`config.mk`:
```
export PLATFORM = sky130hd
export DESIGN_NAME = bcd_operand_entry
export DESIGN_NICKNAME = d
export VERILOG_FILES = /design/src/rtl/bcd_operand_entry.sv
export SDC_FILE = /design/constraint.sdc
export NUM_CORES = 1
export LEC_CHECK = 0
export ABC_AREA = 1
export BUFFER_PORTS_ARGS = -buffer_cell sky130_fd_sc_hd__buf_4
export CELL_PAD_IN_SITES_DETAIL_PLACEMENT = 1
export CELL_PAD_IN_SITES_GLOBAL_PLACEMENT = 1
export CORE_MARGIN = 2
export CORE_UTILIZATION = 37
export DETAILED_ROUTE_END_ITERATION = 8
export GPL_ROUTABILITY_DRIVEN = 1
export HOLD_SLACK_MARGIN = 0.08
export PLACE_DENSITY = 0.83
export SYNTH_ARGS = -nofsm -noshare
export SYNTH_HDL_FRONTEND = slang
export SYNTH_SLANG_ARGS = --single-unit
```
`constraint.sdc`:
```
create_clock -name clk -period 2.25 [get_ports clk]
set_input_delay 0.3375 -clock clk [delete_from_list [all_inputs] [get_ports clk]]
set_output_delay 0.3375 -clock clk [all_outputs]
set_load 0.01 [all_outputs]
```
`src/rtl/bcd_operand_entry.sv`:
```
// Keypad front end for the BCD ALU: collects digit/operator keys into two
// packed-BCD operands plus add/sub select and strobes op_valid on EQUALS.
module bcd_operand_entry #(
  parameter int DIGITS = 4
) (
  input  logic                  clk,
  input  logic                  rst_n,
  input  logic                  key_valid,
  input  logic [3:0]            key_code,
  output logic [4*DIGITS-1:0]   bcd_A,
  output logic [4*DIGITS-1:0]   bcd_B,
  output logic                  ctrl,
  output logic                  op_valid,
  output logic [4*DIGITS-1:0]   entry_disp,
  output logic                  err
);

  localparam int W  = 4 * DIGITS;
  localparam int CW = $clog2(DIGITS + 1);

  localparam logic [3:0] K_ADD   = 4'hA;
  localparam logic [3:0] K_SUB   = 4'hB;
  localparam logic [3:0] K_EQ    = 4'hC;
  localparam logic [3:0] K_CLEAR = 4'hD;

  typedef enum logic [1:0] {
    S_A    = 2'd0,
    S_B    = 2'd1,
    S_DONE = 2'd2
  } state_t;

  state_t          state_q, state_d;
  logic [W-1:0]    a_q, a_d;
  logic [W-1:0]    b_q, b_d;
  logic            ctrl_q, ctrl_d;
  logic [CW-1:0]   cnt_q, cnt_d;
  logic            err_q, err_d;
  logic            opv_q, opv_d;
  logic            cnt_full;

  assign cnt_full = (cnt_q == CW'(DIGITS));

  always_ff @(posedge clk or negedge rst_n) begin
    if (!rst_n) begin
      state_q <= S_A;
      a_q     <= '0;
      b_q     <= '0;
      ctrl_q  <= 1'b0;
      cnt_q   <= '0;
      err_q   <= 1'b0;
      opv_q   <= 1'b0;
    end else begin
      state_q <= state_d;
      a_q     <= a_d;
      b_q     <= b_d;
      ctrl_q  <= ctrl_d;
      cnt_q   <= cnt_d;
      err_q   <= err_d;
      opv_q   <= opv_d;
    end
  end

  always_comb begin
    state_d = state_q;
    a_d     = a_q;
    b_d     = b_q;
    ctrl_d  = ctrl_q;
    cnt_d   = cnt_q;
    err_d   = err_q;
    opv_d   = 1'b0;

    if (key_valid) begin
      if (key_code <= 4'd9) begin
        case (state_q)
          S_A: begin
            if (cnt_full) begin
              err_d = 1'b1;
            end else begin
              a_d   = {a_q[W-5:0], key_code};
              cnt_d = cnt_q + CW'(1);
            end
          end
          S_B: begin
            if (cnt_full) begin
              err_d = 1'b1;
            end else begin
              b_d   = {b_q[W-5:0], key_code};
              cnt_d = cnt_q + CW'(1);
            end
          end
          S_DONE: begin
            // A digit after an issue starts a fresh calculation
            a_d     = {{(W-4){1'b0}}, key_code};
            b_d     = '0;
            ctrl_d  = 1'b0;
            cnt_d   = CW'(1);
            state_d = S_A;
          end
          default: state_d = S_A;
        endcase
      end else if (key_code == K_ADD || key_code == K_SUB) begin
        // ADD/SUB differ only in bit 0, which is exactly the ctrl encoding
        case (state_q)
          S_A: begin
            ctrl_d  = key_code[0];
            b_d     = '0;
            cnt_d   = '0;
            state_d = S_B;
          end
          S_B:     ctrl_d = key_code[0];
          S_DONE:  err_d  = 1'b1;
          default: state_d = S_A;
        endcase
      end else if (key_code == K_EQ) begin
        case (state_q)
          S_A: err_d = 1'b1;
          S_B: begin
            state_d = S_DONE;
            opv_d   = 1'b1;
          end
          S_DONE:  opv_d = 1'b1;
          default: state_d = S_A;
        endcase
      end else if (key_code == K_CLEAR) begin
        state_d = S_A;
        a_d     = '0;
        b_d     = '0;
        ctrl_d  = 1'b0;
        cnt_d   = '0;
        err_d   = 1'b0;
      end
    end
  end

  assign bcd_A      = a_q;
  assign bcd_B      = b_q;
  assign ctrl       = ctrl_q;
  assign op_valid   = opv_q;
  assign err        = err_q;
  assign entry_disp = (state_q == S_A) ? a_q : b_q;

endmodule
```
Yosys cells after proc, flatten, opt, wreduce, memory -nomap -nowiden
Cells that the tools add are included.
{"block": "word_totals", "register_bits": 40, "in_bits": 7, "output_inout_bits": 51}
{"block": "classes", "n_addsub": 1, "n_lt_le_gt_ge": 1, "n_eq_ne": 26, "n_mux": 44, "n_reduce_logical": 14}
{"op": "16-bit 2-to-1 mux", "count": 10}
{"op": "16-bit case mux with 2 select lines", "count": 2}
{"op": "6-bit AND reduction", "count": 4}
{"op": "1-bit 2-to-1 mux", "count": 18}
{"op": "3-bit 2-to-1 mux", "count": 6}
{"op": "3-bit inequality test, second input constant", "count": 6}
{"op": "4-bit == test, second input constant", "count": 4}
{"op": "2-bit 2-to-1 mux", "count": 5}
{"op": "2-bit inequality test, second input constant", "count": 5}
{"op": "5-bit AND reduction", "count": 2}
{"op": "3-bit by 2-bit inequality test with 1-bit output, second input constant", "count": 3}
{"op": "2-bit case mux with 2 select lines", "count": 2}
{"op": "3-bit by 1-bit inequality test with 1-bit output, second input constant", "count": 2}
{"op": "3-bit case mux with 2 select lines", "count": 1}
{"op": "2-bit OR reduction", "count": 3}
{"op": "4-bit less-or-equal comparator, second input constant", "count": 1}
{"op": "4-bit by 3-bit inequality test with 1-bit output, second input constant", "count": 1}
{"op": "4-bit inequality test, second input constant", "count": 1}
{"op": "4-bit nonzero test", "count": 1}
{"op": "3-bit by 1-bit adder with 3-bit output, second input constant", "count": 1}
{"op": "3-bit == test, second input constant", "count": 1}
{"op": "3-bit nonzero test", "count": 1}
{"op": "2-bit by 1-bit == test with 1-bit output, second input constant", "count": 1}
{"op": "2-bit == test, second input constant", "count": 1}
{"op": "other kinds (4)", "count": 4}

Logic depth before layout (Yosys ltp)
Gate-level depths: netlist (run 1).
{"block": "logic_depth", "depth_word": 7, "ltp_mapped": 10}

Worst setup path before layout (run 1)
No wires, ideal clock.
{"block": "synth_timing", "path_type": "register to output", "start": "reg state_q[0]", "end": "out entry_disp[0]", "t_arrival_ps": 1352, "required_time_ps": 1913, "slack_ps": 561, "path_stages_with_launch": 7, "path_buffers": 2, "path_cell_list": "dfrtp_1 -> inv_1 -> ha_1 -> clkbuf_1 -> clkbuf_1 -> nand2_1 -> o21ai_0"}
{"block": "synth_via", "elab_chain_cells": 2}
{"element": "start, declared", "line": "32", "rtl": "state_t state_q, state_d;"}
{"element": "start signal, assigned", "line": "53", "rtl": "state_q <= state_d;"}
{"element": "2-bit logical NOT", "line": "140", "rtl": "assign entry_disp = (state_q == S_A) ? a_q : b_q;"}
{"element": "16-bit 2-to-1 mux", "line": "140"}
{"element": "end, declared", "line": "14", "rtl": "output logic [4*DIGITS-1:0] entry_disp,"}
Every way passes these cells.

Final worst setup path (run 1)
{"block": "layout_timing", "start": "reg state_q[1]", "end": "out entry_disp[4]"}
Same word-level chain as after synthesis.

==> impl_results.rst, run 1 <==
.. list-table::
   :header-rows: 1

   * - Metric
     - Value
   * - Part of the Yosys area used for sequential elements
     - 42.7%
   * - Setup slack on the worst flop-to-flop path
     - roughly 0.27 ns
   * - Number of iterations in the first detailed-routing pass
     - 4
   * - Run status
     - finished clean
   * - Final WL
     - ~7.1 mm
   * - Worst R2R End
     - ctrl
   * - # rows
     - 28
   * - Achievable clock frequency
     - 489 MHz
   * - Half-perimeter wire length after placement
     - 5.26 mm
   * - Pwr Total
     - between 0.002 and 0.0025 W
   * - Data required time of the worst path
     - 1.91 ns
   * - Average vias per placed instance
     - 5.09
   * - Cell area power density
     - 771 mW/mm2
   * - Post-Synthesis Mean Instance Area
     - 6.93 um2
   * - Leakage
     - 1.61 nW
   * - Global-route wire length before repair
     - around 12 mm
   * - Clock latency of the later-clocked register in the worst-skew pair
     - approximately 0.29 ns
   * - Final Core Density
     - 48.3%
   * - Initial antenna violation count
     - 0
   * - Pin count of the biggest net entering global routing
     - between 40 and 50
   * - Count of distinct cell types in the synthesized netlist
     - 25
   * - Endpoint, Worst Hold
     - op_valid
   * - Drt initial violations
     - 102
   * - Drc violations
     - 0
   * - Max-cap violations
     - 0
   * - Path class of the lowest-slack min-delay path
     - input port to register
   * - Syn Nets
     - 350
   * - Number of standard cells after synthesis
     - roughly 340
   * - Final hold violation count
     - 0
   * - Largest area contributor in the netlist
     - sky130_fd_sc_hd__dfrtp_1
   * - Worst Hold Path Cells
     - 3
   * - Post-route ant nets
     - 0
   * - Startpoint kind of the worst setup timing path
     - register
   * - Overall die height
     - ~84 um
   * - Initial cell density of the core
     - 38.9%
   * - Number of synthesized register bits
     - 40
   * - FF-to-FF path depth
     - 7
   * - Reg clk slew, reported paths
     - about 0.08 ns
   * - TritonCTS clock tree
     - yes
   * - Number of max-slew violations in the final report
     - 0
   * - Share of Yosys cell area claimed by the top area cell type
     - 42.7%
   * - Total negative slack
     - 0 ns
   * - Number of global-route vias before repair
     - 2,443
   * - Synth Warn #
     - 0
   * - Final GP Congestion
     - 0.894
   * - Netlist area before placement
     - roughly 0.0023 mm2
   * - Placeable core region
     - around 0.0060 mm2
   * - Filler Cell Count
     - 809
   * - Min Tclk post-route
     - a little over 2 ns
   * - Final critical-path share of the clock period
     - 90.9%
   * - Measured slew at the worst slew-check pin
     - 0.567 ns
   * - Net total in the final layout
     - 404
   * - Chip Width
     - 83.6 um
   * - Synth top area cells
     - sky130_fd_sc_hd__dfrtp_1, sky130_fd_sc_hd__nand2_1, sky130_fd_sc_hd__o21ai_0
   * - Area growth syn-to-layout
     - 24.1%
   * - Number of diodes added for antenna fixing
     - 0
   * - Grt total ovfl
     - 0
   * - Fraction of final layout cells with drive strength greater than 1
     - 20.6%
   * - Num CTS Buffers
     - 5
   * - Max transition margin
     - 62.2%
   * - Count of buffers from port buffering
     - 57
   * - Max Clock Skew
     - roughly 0.0064 ns
   * - Reg2reg start
     - state_q[0]
   * - Boundary pin count
     - 58
   * - Root buf cell
     - sky130_fd_sc_hd__clkbuf_8
   * - Hold_sp
     - key_valid
   * - Max rail drop VDD
     - 0.000259 V
   * - CTS max path bufs
     - 2
   * - Worst-path fanout max
     - 28
   * - Routed wirelength normalized by instance count
     - 15.1 um
   * - H-Tree Level Count
     - 2
   * - Final setup violating endpoints
     - 0
   * - TritonCTS sink count
     - 40
   * - DR vias
     - 2,380
   * - Critical path start-end classification
     - register to output pin
   * - Die area
     - 0.00698 mm2
   * - Critical path capture point type
     - output pin
   * - Global-route usage over all layers
     - 21.3%
   * - Data arrival time of the critical path
     - 1.71 ns
   * - Setup repair after global routing missed its margin
     - false
[layout make-up]
type	instances	area, um2	share of cell area (%)
multi-input combinational	256	1150	39.7
sequential	40	1000	34.4
clock buffer	6	82.6	2.84
tap	75	93.8	3.23
timing repair buffer	61	460	15.8
inverter	28	105	3.61
clock inverter	2	10.0	0.344
[where the power goes]
| group | internal (W) | switching [W] |
|---|---|---|
| clock network | 0.000245 | 0.000256 |
| logic | 0.000327 | 0.000464 |
| registers | 0.000833 | 0.000116 |
| total | 0.00140 | 0.000837 |
[state kept, by name (all words and copies together), names as in the netlist]
signal,cells
op_valid,1
bcd_A,16
bcd_B,16
ctrl,1
cnt_q,3
err,1
state_q,2
[worst max-delay path, stage by stage, from the launching register on]
cell and delay (ns):
sky130_fd_sc_hd__dfrtp_1 0.41, sky130_fd_sc_hd__inv_1 0.09, sky130_fd_sc_hd__ha_1 0.20, sky130_fd_sc_hd__buf_4 0.28
sky130_fd_sc_hd__nand2_1 0.10, sky130_fd_sc_hd__o21ai_0 0.14, sky130_fd_sc_hd__buf_4 0.19
[cell usage after synthesis, drive strengths merged]
cell	number
a21oi	1
nor3	4
ha	5
inv	28
clkbuf	6
nand3	27
nor2	40
nand3b	1
and3	1
nand4	4
or2	1
buf	8
nand2	138
dfrtp	40
o21ai	34
[what timing repair did]
action | in CTS | in global routing
endpoints found under the setup margin | 0 | 0
gates resized for setup | 0 | 0
buffers inserted | 0 | 0
hold buffers | 1 | 0
endpoints found under the hold margin | 40 | 0
[through the flow]
step / setup slack [ns] / instances / hold slack (ns) / cell area (um2)
floorplan: 0.561 / 338 / 0.0419 / 2340
finish: 0.205 / 468 / 0.312 / 2910
global placement: 0.352 / 459 / 0.353 / 2810
global route: 0.0519 / 468 / 0.300 / 2910
detailed placement: 0.270 / 459 / 0.360 / 2810
CTS: 0.201 / 468 / 0.311 / 2910
[layout by cell type (no fill, tap or decap), types with 5 or more instances in the layout]
cell type                  instances
sky130_fd_sc_hd__nand2_1         132
sky130_fd_sc_hd__buf_4            60
sky130_fd_sc_hd__dfrtp_1          40
sky130_fd_sc_hd__nor2_1           38
sky130_fd_sc_hd__o21ai_0          34
sky130_fd_sc_hd__nand3_1          26
sky130_fd_sc_hd__inv_1            25
sky130_fd_sc_hd__clkbuf_8          6
sky130_fd_sc_hd__ha_1              5
[how the worst max path moves through the flow]
stage	start	endpoint	slack (ns)	cells past startpoint
floorplan	state_q[0]	entry_disp[0]	0.56	6
global placement	state_q[0]	ctrl	0.35	6
detailed placement	state_q[0]	ctrl	0.27	6
CTS	state_q[0]	entry_disp[4]	0.20	6
global route	state_q[0]	bcd_B[0]	0.05	8
finish	state_q[1]	entry_disp[4]	0.21	6
[logic make-up (layout without fill, tap and decap cells)]
| family | count (synthesis) | count (layout) | synth area share, % |
|---|---|---|---|
| adders and majority gates | 5 | 5 | 2.67 |
| AOI/OAI and AO/OA | 35 | 35 | 7.48 |
| buffers and inverters | 42 | 97 | 7.96 |
| DFF | 40 | 40 | 42.7 |
| and+or+nand+nor | 216 | 216 | 39.2 |
[per-layer routing]
metal / up-vias / part of all wire, % / global-route usage, %
met5: - / 0 / 0
met2: 63 / 51 / 36.6
met3: 7 / 4.5 / 3.76
met1: 1146 / 44 / 28.4
met4: 0 / 0.96 / 3.67
li1: 1164 / - / -
Power figures use the tool's default switching activity.
==> run 2, diff against run 1 <==
--- a/config.mk
+++ b/config.mk
@@ -5,16 +5,15 @@
 export SDC_FILE = /design/constraint.sdc
 export NUM_CORES = 1
 export LEC_CHECK = 0
-export ABC_AREA = 1
 export BUFFER_PORTS_ARGS = -buffer_cell sky130_fd_sc_hd__buf_4
 export CELL_PAD_IN_SITES_DETAIL_PLACEMENT = 1
 export CELL_PAD_IN_SITES_GLOBAL_PLACEMENT = 1
 export CORE_MARGIN = 2
-export CORE_UTILIZATION = 37
+export CORE_UTILIZATION = 40
 export DETAILED_ROUTE_END_ITERATION = 8
 export GPL_ROUTABILITY_DRIVEN = 1
 export HOLD_SLACK_MARGIN = 0.08
-export PLACE_DENSITY = 0.83
+export PLACE_DENSITY = 0.82
 export SYNTH_ARGS = -nofsm -noshare
 export SYNTH_HDL_FRONTEND = slang
 export SYNTH_SLANG_ARGS = --single-unit
==> impl_results.rst, run 2 <==
.. list-table::
   :header-rows: 1

   * - Metric
     - Value
   * - Number of diodes added for antenna fixing
     - 0 (unchanged)
   * - Synth Warn #
     - 0 (unchanged)
   * - H-Tree Level Count
     - 2 (unchanged)
   * - Run status
     - finished clean
   * - Die area
     - 0.00608 mm2 (-13%)
   * - Final GP Congestion
     - 0.844 (-5.6%)
   * - Global-route usage over all layers
     - 21.9% (+0.59 points)
   * - Number of global-route vias before repair
     - 1,968 (-19%)
   * - Hold_sp
     - key_code[0]
   * - Register Area
     - 0.00100 mm2 (unchanged)
   * - Leakage
     - 1.37 nW (-15%)
   * - Data required time of the worst path
     - 1.91 ns (about the same)
   * - Half-perimeter wire length after placement
     - 4.49 mm (-15%)
   * - CTS max path bufs
     - 2 (unchanged)
   * - Final critical-path share of the clock period
     - 96.3% (+5.4 points)
   * - TritonCTS clock tree
     - yes
   * - Highest-count cells in the layout ignoring fill and taps
     - sky130_fd_sc_hd__buf_4, sky130_fd_sc_hd__dfrtp_1, sky130_fd_sc_hd__a22o_1
   * - Drt initial violations
     - 103 (+0.98%)
   * - Multi-input combinational cell area
     - 0.00105 mm2 (-9.0%)
   * - # rows
     - 26 (-7.1%)
   * - Critical path capture point type
     - output pin
   * - Root buf cell
     - sky130_fd_sc_hd__clkbuf_8
   * - Max Clock Skew
     - 0.00329 ns (-0.00313 ns)
   * - Max-cap violations
     - 0 (unchanged)
   * - Post-Synthesis Mean Instance Area
     - 11.5 um2 (+65%)
   * - Setup slack on the worst flop-to-flop path
     - 0.13 ns (-0.14 ns)
   * - Share of Yosys cell area claimed by the top area cell type
     - 45.7% (+3.0 points)
   * - Number of synthesized flops with an enable pin
     - 0 (unchanged)
   * - Highest-delay cell along the critical path
     - sky130_fd_sc_hd__dfrtp_1
   * - Part of the Yosys area used for sequential elements
     - 45.7% (+3.0 points)
   * - Average vias per placed instance
     - 5.87 (+16%)
   * - Measured slew at the worst slew-check pin
     - 0.649 ns (+0.0825 ns)
   * - Achievable clock frequency
     - 461 MHz (-5.6%)
   * - Reg2reg start
     - state_q[1]
   * - Clock latency of the later-clocked register in the worst-skew pair
     - 0.30 ns (about the same)
   * - Commonest non-fill, non-tap cell in the layout
     - sky130_fd_sc_hd__buf_4
   * - Syn Nets
     - 203 (-42%)
   * - FF-to-FF path depth
     - 6 (-1)
   * - Initial cell density of the core
     - 42.1% (+3.2 points)
   * - Path class of the lowest-slack min-delay path
     - input port to register
   * - Synth top area cells
     - sky130_fd_sc_hd__dfrtp_1, sky130_fd_sc_hd__a22o_1, sky130_fd_sc_hd__mux2_2
   * - Grt total ovfl
     - 0 (unchanged)
   * - Filler Cell Count
     - 574 (-29%)
   * - Number of synthesized register bits
     - 40 (unchanged)
   * - Startpoint kind of the worst setup timing path
     - register
   * - Overall die height
     - 78.0 um (-6.7%)
   * - Data arrival time of the critical path
     - 1.83 ns (+0.12 ns)
   * - Min Tclk post-route
     - 2.17 ns (+0.122 ns)
   * - Pwr Total
     - 0.00356 W (+59%)
   * - Most repeated cell in the gate-level netlist after synthesis
     - sky130_fd_sc_hd__dfrtp_1
   * - TritonCTS sink count
     - 40 (unchanged)
   * - Setup fix buffers added after clock tree synthesis
     - 0 (unchanged)
   * - Reg clk slew, reported paths
     - 0.08 ns (about the same)
   * - Initial antenna violation count
     - 0 (unchanged)
   * - Most instantiated cells after synthesis
     - sky130_fd_sc_hd__dfrtp_1, sky130_fd_sc_hd__a22o_1, sky130_fd_sc_hd__mux2_2
   * - Count of distinct cell types in the synthesized netlist
     - 51 (+100%)
   * - Launching element of the worst setup path
     - state_q[1]
   * - Worst Hold Path Cells
     - 2 (-1)
   * - Area growth syn-to-layout
     - 27.9%
   * - Cells along the critical path
     - inv_1, ha_1, buf_6, mux2_2, buf_4
   * - Worst-path fanout max
     - 16 (-43%)
   * - Drc violations
     - 0 (unchanged)
   * - Final WL
     - 6.33 mm (-10%)
   * - Number of iterations in the first detailed-routing pass
     - 4 (unchanged)
   * - Critical path start-end classification
     - register to output pin
   * - Final hold violation count
     - 0 (unchanged)
   * - Netlist area before placement
     - 0.00219 mm2 (-6.5%)
   * - Boundary pin count
     - 58 (unchanged)
   * - Net total in the final layout
     - 260 (-36%)
   * - Final setup violating endpoints
     - 0 (unchanged)
   * - Maximum cell stage delay along the critical path
     - 0.41 ns (about the same)
   * - Placeable core region
     - 0.00520 mm2 (-14%)
   * - DR vias
     - 1,874 (-21%)
   * - Largest area contributor in the netlist
     - sky130_fd_sc_hd__dfrtp_1
   * - Cell area power density
     - 1270 mW/mm2 (+65%)
   * - Routed wirelength normalized by instance count
     - 19.8 um (+31%)
   * - Number of standard cells after synthesis
     - 191 (-43%)
   * - Max transition margin
     - 56.7% (-5.5 points)
   * - Count of buffers from port buffering
     - 57 (unchanged)
   * - Top flip-flop cell by instance count after synthesis
     - sky130_fd_sc_hd__dfrtp_1
   * - Final setup margin
     - 0.0831 ns (-0.122 ns)
   * - Num CTS Buffers
     - 5 (unchanged)
   * - Number of max-slew violations in the final report
     - 0 (unchanged)
   * - Chip Width
     - 78.0 um (-6.7%)
   * - Final Core Density
     - 53.8% (+5.5 points)
   * - Worst slack at placement
     - 0.183 ns (-0.0873 ns)
   * - Fraction of final layout cells with drive strength greater than 1
     - 40.6% (+20 points)
   * - Max rail drop VDD
     - 0.000530 V (+110%)
   * - Pin count of the biggest net entering global routing
     - 41 (unchanged)
   * - Global-route wire length before repair
     - 10.4 mm (-14%)
   * - Post-route ant nets
     - 0 (unchanged)
   * - Proportion of register bits with asynchronous set or reset after synthesis
     - 100% (unchanged)
run 2: cell count changes in the layout (fill, tap and decap cells not counted), sizes merged, moves of 4 or more:
cell,before,now
a21oi,1,6
a22o,0,28
inv,28,10
nand2,138,5
nor2,40,8
nand3,27,1
o21ai,34,7
o211ai,0,4
buf,60,65
a32o,0,5
mux2,0,17
run 2: per-layer routing:
layer	GRT usage (%)	wire [um]
met5	0	0
met4	6.14	75
met3	4.19	211
met2	36.6	3130
met1	28.9	2910
run 2: area by class of cell:
class                   instances  share of cell area [%]
clock buffers                   6                    2.95
clock inverters                 2                    1.39
inverters                      10                    1.34
multi-input cells             125                    37.5
flip-flops and latches         40                    35.7
well taps                      70                    3.13
repair buffers                 66                    17.9
run 2: metrics by stage:
stage | TNS [ns] | hold slack (ns) | area, um2 | std cells
3_5_place_dp | 0 | 0.351 | 2670 | 310
2_1_floorplan | 0 | 0.0419 | 2190 | 191
4_1_cts | 0 | 0.355 | 2800 | 319
3_3_place_gp | 0 | 0.347 | 2670 | 310
6_report | 0 | 0.359 | 2800 | 319
5_1_grt | -0.00716 | 0.374 | 2800 | 319
run 2: cells by family after synthesis:
logic type      share of synthesized area [%]
compound gates                           27.7
flops                                    45.7
simple gates                             8.69
buf+inv                                  6.29
mux                                      8.74
fa+ha+maj                                2.86
run 2: timing repair:
| action | CTS | global route |
|---|---|---|
| endpoints found under the setup margin | 0 | 14 |
| endpoints found under the hold margin | 40 | 0 |
| hold buffers | 1 | 0 |
| gates resized for setup | 0 | 1 |
run 2: report_power, final:
group	switching [W]	internal, W
Clock	0.000263	0.000363
Sequential	0.000223	0.000921
Combinational	0.000889	0.000905
Total	0.00138	0.00219
run 2: final timing paths:
path | end
min reg2reg | ctrl
min in group asynchronous | err
min | bcd_B[0]
max in group asynchronous | cnt_q[1]
max | entry_disp[11]
max reg2reg | bcd_A[13]
run 2: worst max-delay path, delay by kind of cell (launching register included):
family     cells  cell delay [ns]
fa+ha+maj      1             0.26
buf+inv        3             0.49
flops          1             0.41
mux            1             0.37
==> run 3, diff against run 2 <==
==> constraint.sdc (replaced) <==
create_clock -name clk -period 2.6 [get_ports clk]
set_input_delay 0.39 -clock clk [delete_from_list [all_inputs] [get_ports clk]]
set_output_delay 0.39 -clock clk [all_outputs]
set_load 0.01 [all_outputs]
==> impl_results.rst, run 3 (synthesized netlist as in run 2, its figures left out) <==
.. list-table::
   :header-rows: 1

   * - Metric
     - Value
   * - Run status
     - finished clean
   * - Num CTS Buffers
     - 5 (unchanged)
   * - Number of global-route vias before repair
     - 1,885 (-4.2%)
   * - Hold_sp
     - key_code[3]
   * - Tightest hold margin
     - 0.405 ns (+0.0460 ns)
   * - Setup slack on the worst flop-to-flop path
     - 0.25 ns (+0.12 ns)
   * - Measured slew at the worst slew-check pin
     - 0.740 ns (+0.0914 ns)
   * - Final hold violation count
     - 0 (unchanged)
   * - Min Tclk post-route
     - 2.43 ns
   * - Endpoint, Worst Hold
     - err
   * - Average vias per placed instance
     - 5.92 (+0.78%)
   * - Total negative slack
     - 0 ns (unchanged)
   * - Drt initial violations
     - 109 (+5.8%)
   * - Max transition margin
     - 50.6% (-6.1 points)
   * - Final GP Congestion
     - 0.859 (+1.7%)
   * - Critical path start-end classification
     - register to output pin
   * - Final critical-path share of the clock period
     - 93.6%
   * - Max rail drop VDD
     - 0.000611 V (+15%)
   * - Overall die height
     - 78.0 um (unchanged)
   * - Highest-count cells in the layout ignoring fill and taps
     - sky130_fd_sc_hd__buf_4, sky130_fd_sc_hd__dfrtp_1, sky130_fd_sc_hd__a22o_1
   * - TritonCTS clock tree
     - yes
   * - Path class of the lowest-slack min-delay path
     - input port to register
   * - Leakage
     - 1.34 nW (-2.0%)
   * - FF-to-FF path depth
     - 6 (unchanged)
   * - Final setup margin
     - 0.165 ns (+0.0821 ns)
   * - Filler Cell Count
     - 551 (-4.0%)
   * - Worst-path fanout max
     - 12 (-4)
   * - Chip Width
     - 78.0 um (unchanged)
   * - Pin count of the biggest net entering global routing
     - 41 (unchanged)
   * - Die area
     - 0.00608 mm2 (unchanged)
   * - Commonest non-fill, non-tap cell in the layout
     - sky130_fd_sc_hd__buf_4
   * - Reg2reg start
     - state_q[1]
   * - Startpoint kind of the worst setup timing path
     - register
   * - Net total in the final layout
     - 256 (-1.5%)
   * - CP dominant cell by count
     - sky130_fd_sc_hd__buf_4
   * - Root buf cell
     - sky130_fd_sc_hd__clkbuf_8
   * - CTS max path bufs
     - 2 (unchanged)
   * - Global-route wire length before repair
     - 10.3 mm (-0.85%)
   * - Worst Hold Path Cells
     - 2 (unchanged)
   * - Grt total ovfl
     - 0 (unchanged)
   * - TritonCTS sink count
     - 40 (unchanged)
   * - Drc violations
     - 0 (unchanged)
   * - Number of iterations in the first detailed-routing pass
     - 4 (unchanged)
   * - Count of buffers from port buffering
     - 57 (unchanged)
   * - Max-cap violations
     - 0 (unchanged)
   * - H-Tree Level Count
     - 2 (unchanged)
   * - Initial antenna violation count
     - 0 (unchanged)
   * - Global-route usage over all layers
     - 21.8% (-0.12 points)
   * - Highest-delay cell along the critical path
     - sky130_fd_sc_hd__dfrtp_1
   * - Final Core Density
     - 53.0% (-0.77 points)
   * - Achievable clock frequency
     - 411 MHz
   * - Critical path capture point type
     - output pin
   * - Final setup violating endpoints
     - 0 (unchanged)
   * - Number of max-slew violations in the final report
     - 0 (unchanged)
   * - Clock latency of the later-clocked register in the worst-skew pair
     - 0.30 ns (about the same)
   * - Cell area power density
     - 1110 mW/mm2 (-13%)
   * - Boundary pin count
     - 58 (unchanged)
   * - Half-perimeter wire length after placement
     - 4.34 mm (-3.5%)
   * - Final WL
     - 6.28 mm (-0.71%)
   * - Reg clk slew, reported paths
     - 0.09 ns (about the same)
   * - Worst slack at placement
     - 0.268 ns (+0.0853 ns)
   * - Area growth syn-to-layout
     - 26.1%
   * - Number of diodes added for antenna fixing
     - 0 (unchanged)
   * - Placeable core region
     - 0.00520 mm2 (unchanged)
   * - Maximum cell stage delay along the critical path
     - 0.42 ns (about the same)
   * - Post-route ant nets
     - 0 (unchanged)
   * - Cells along the critical path
     - inv_1, ha_1, buf_4, mux2_2, buf_4
   * - Max Clock Skew
     - 0.0132 ns (+0.00990 ns)
   * - DR vias
     - 1,865 (-0.48%)
   * - Initial cell density of the core
     - 42.1% (unchanged)
   * - Data arrival time of the critical path
     - 2.04 ns (+0.21 ns)
   * - Routed wirelength normalized by instance count
     - 19.9 um (+0.55%)
   * - Pwr Total
     - 0.00305 W (-14%)
   * - Fraction of final layout cells with drive strength greater than 1
     - 39.6% (-0.97 points)
   * - # rows
     - 26 (unchanged)
   * - Data required time of the worst path
     - 2.21 ns (+0.30 ns)
   * - Worst R2R End
     - bcd_B[10]
   * - Setup repair after global routing missed its margin
     - false
run 3: cell types whose count changed in the layout (fill, tap and decap cells not counted), sizes merged:
cell      before  now
buf           65   61
clkinv         1    0
clkbuf         6    5
clkinvlp       0    1
inv           10   11
run 3: report_power, final:
group	internal, W	switching [W]	total [W]
Sequential	0.000797	0.000200	0.000996
Clock	0.000289	0.000235	0.000524
Combinational	0.000754	0.000777	0.00153
Total	0.00184	0.00121	0.00305
run 3: worst max-delay path: cells and delay by family, from the launching register on:
kind / cells / cell delay, ns
adder cells (fa/ha/maj): 1 / 0.41
flip-flops: 1 / 0.42
multiplexers: 1 / 0.37
buffers and inverters: 3 / 0.57
run 3: repair_timing:
item,4_1_cts,5_1_grt
resized for setup,0,0
buffers inserted,0,0
endpoints found under the hold margin,7,0
hold buffers,1,0
run 3: area by class of cell:
| class | count | area (um2) | area share (%) |
|---|---|---|---|
| Inverter | 10 | 37.5 | 1.36 |
| Tap cell | 70 | 87.6 | 3.17 |
| Multi-Input combinational cell | 125 | 1050 | 38.1 |
| Sequential cell | 40 | 1000 | 36.3 |
| Clock inverter | 3 | 46.3 | 1.68 |
| Clock buffer | 5 | 68.8 | 2.49 |
| Timing Repair Buffer | 62 | 468 | 17.0 |
run 3: how the worst max path moves through the flow:
stage / depth (start not counted) / slack, ns / startpoint / endpoint
2_1_floorplan: 8 / 0.74 / state_q[1] / bcd_A[4]
3_3_place_gp: 6 / 0.31 / state_q[0] / bcd_A[13]
3_5_place_dp: 6 / 0.27 / state_q[0] / bcd_A[8]
4_1_cts: 5 / 0.16 / state_q[1] / entry_disp[7]
5_1_grt: 5 / 0.07 / state_q[1] / entry_disp[7]
6_report: 5 / 0.17 / state_q[1] / entry_disp[7]
run 3: metrics by stage:
step	instances	cell area, um2
after floorplan	191	2190
after global placement	306	2640
after detailed placement	306	2640
after CTS	315	2760
after global routing	315	2760
final	315	2760
run 3: routing by layer:
metal	wire (um)	GRT usage [%]
met2	3150	35.3
met1	2810	30.0
met3	263	4.07
met4	63	5.79
met5	0	0
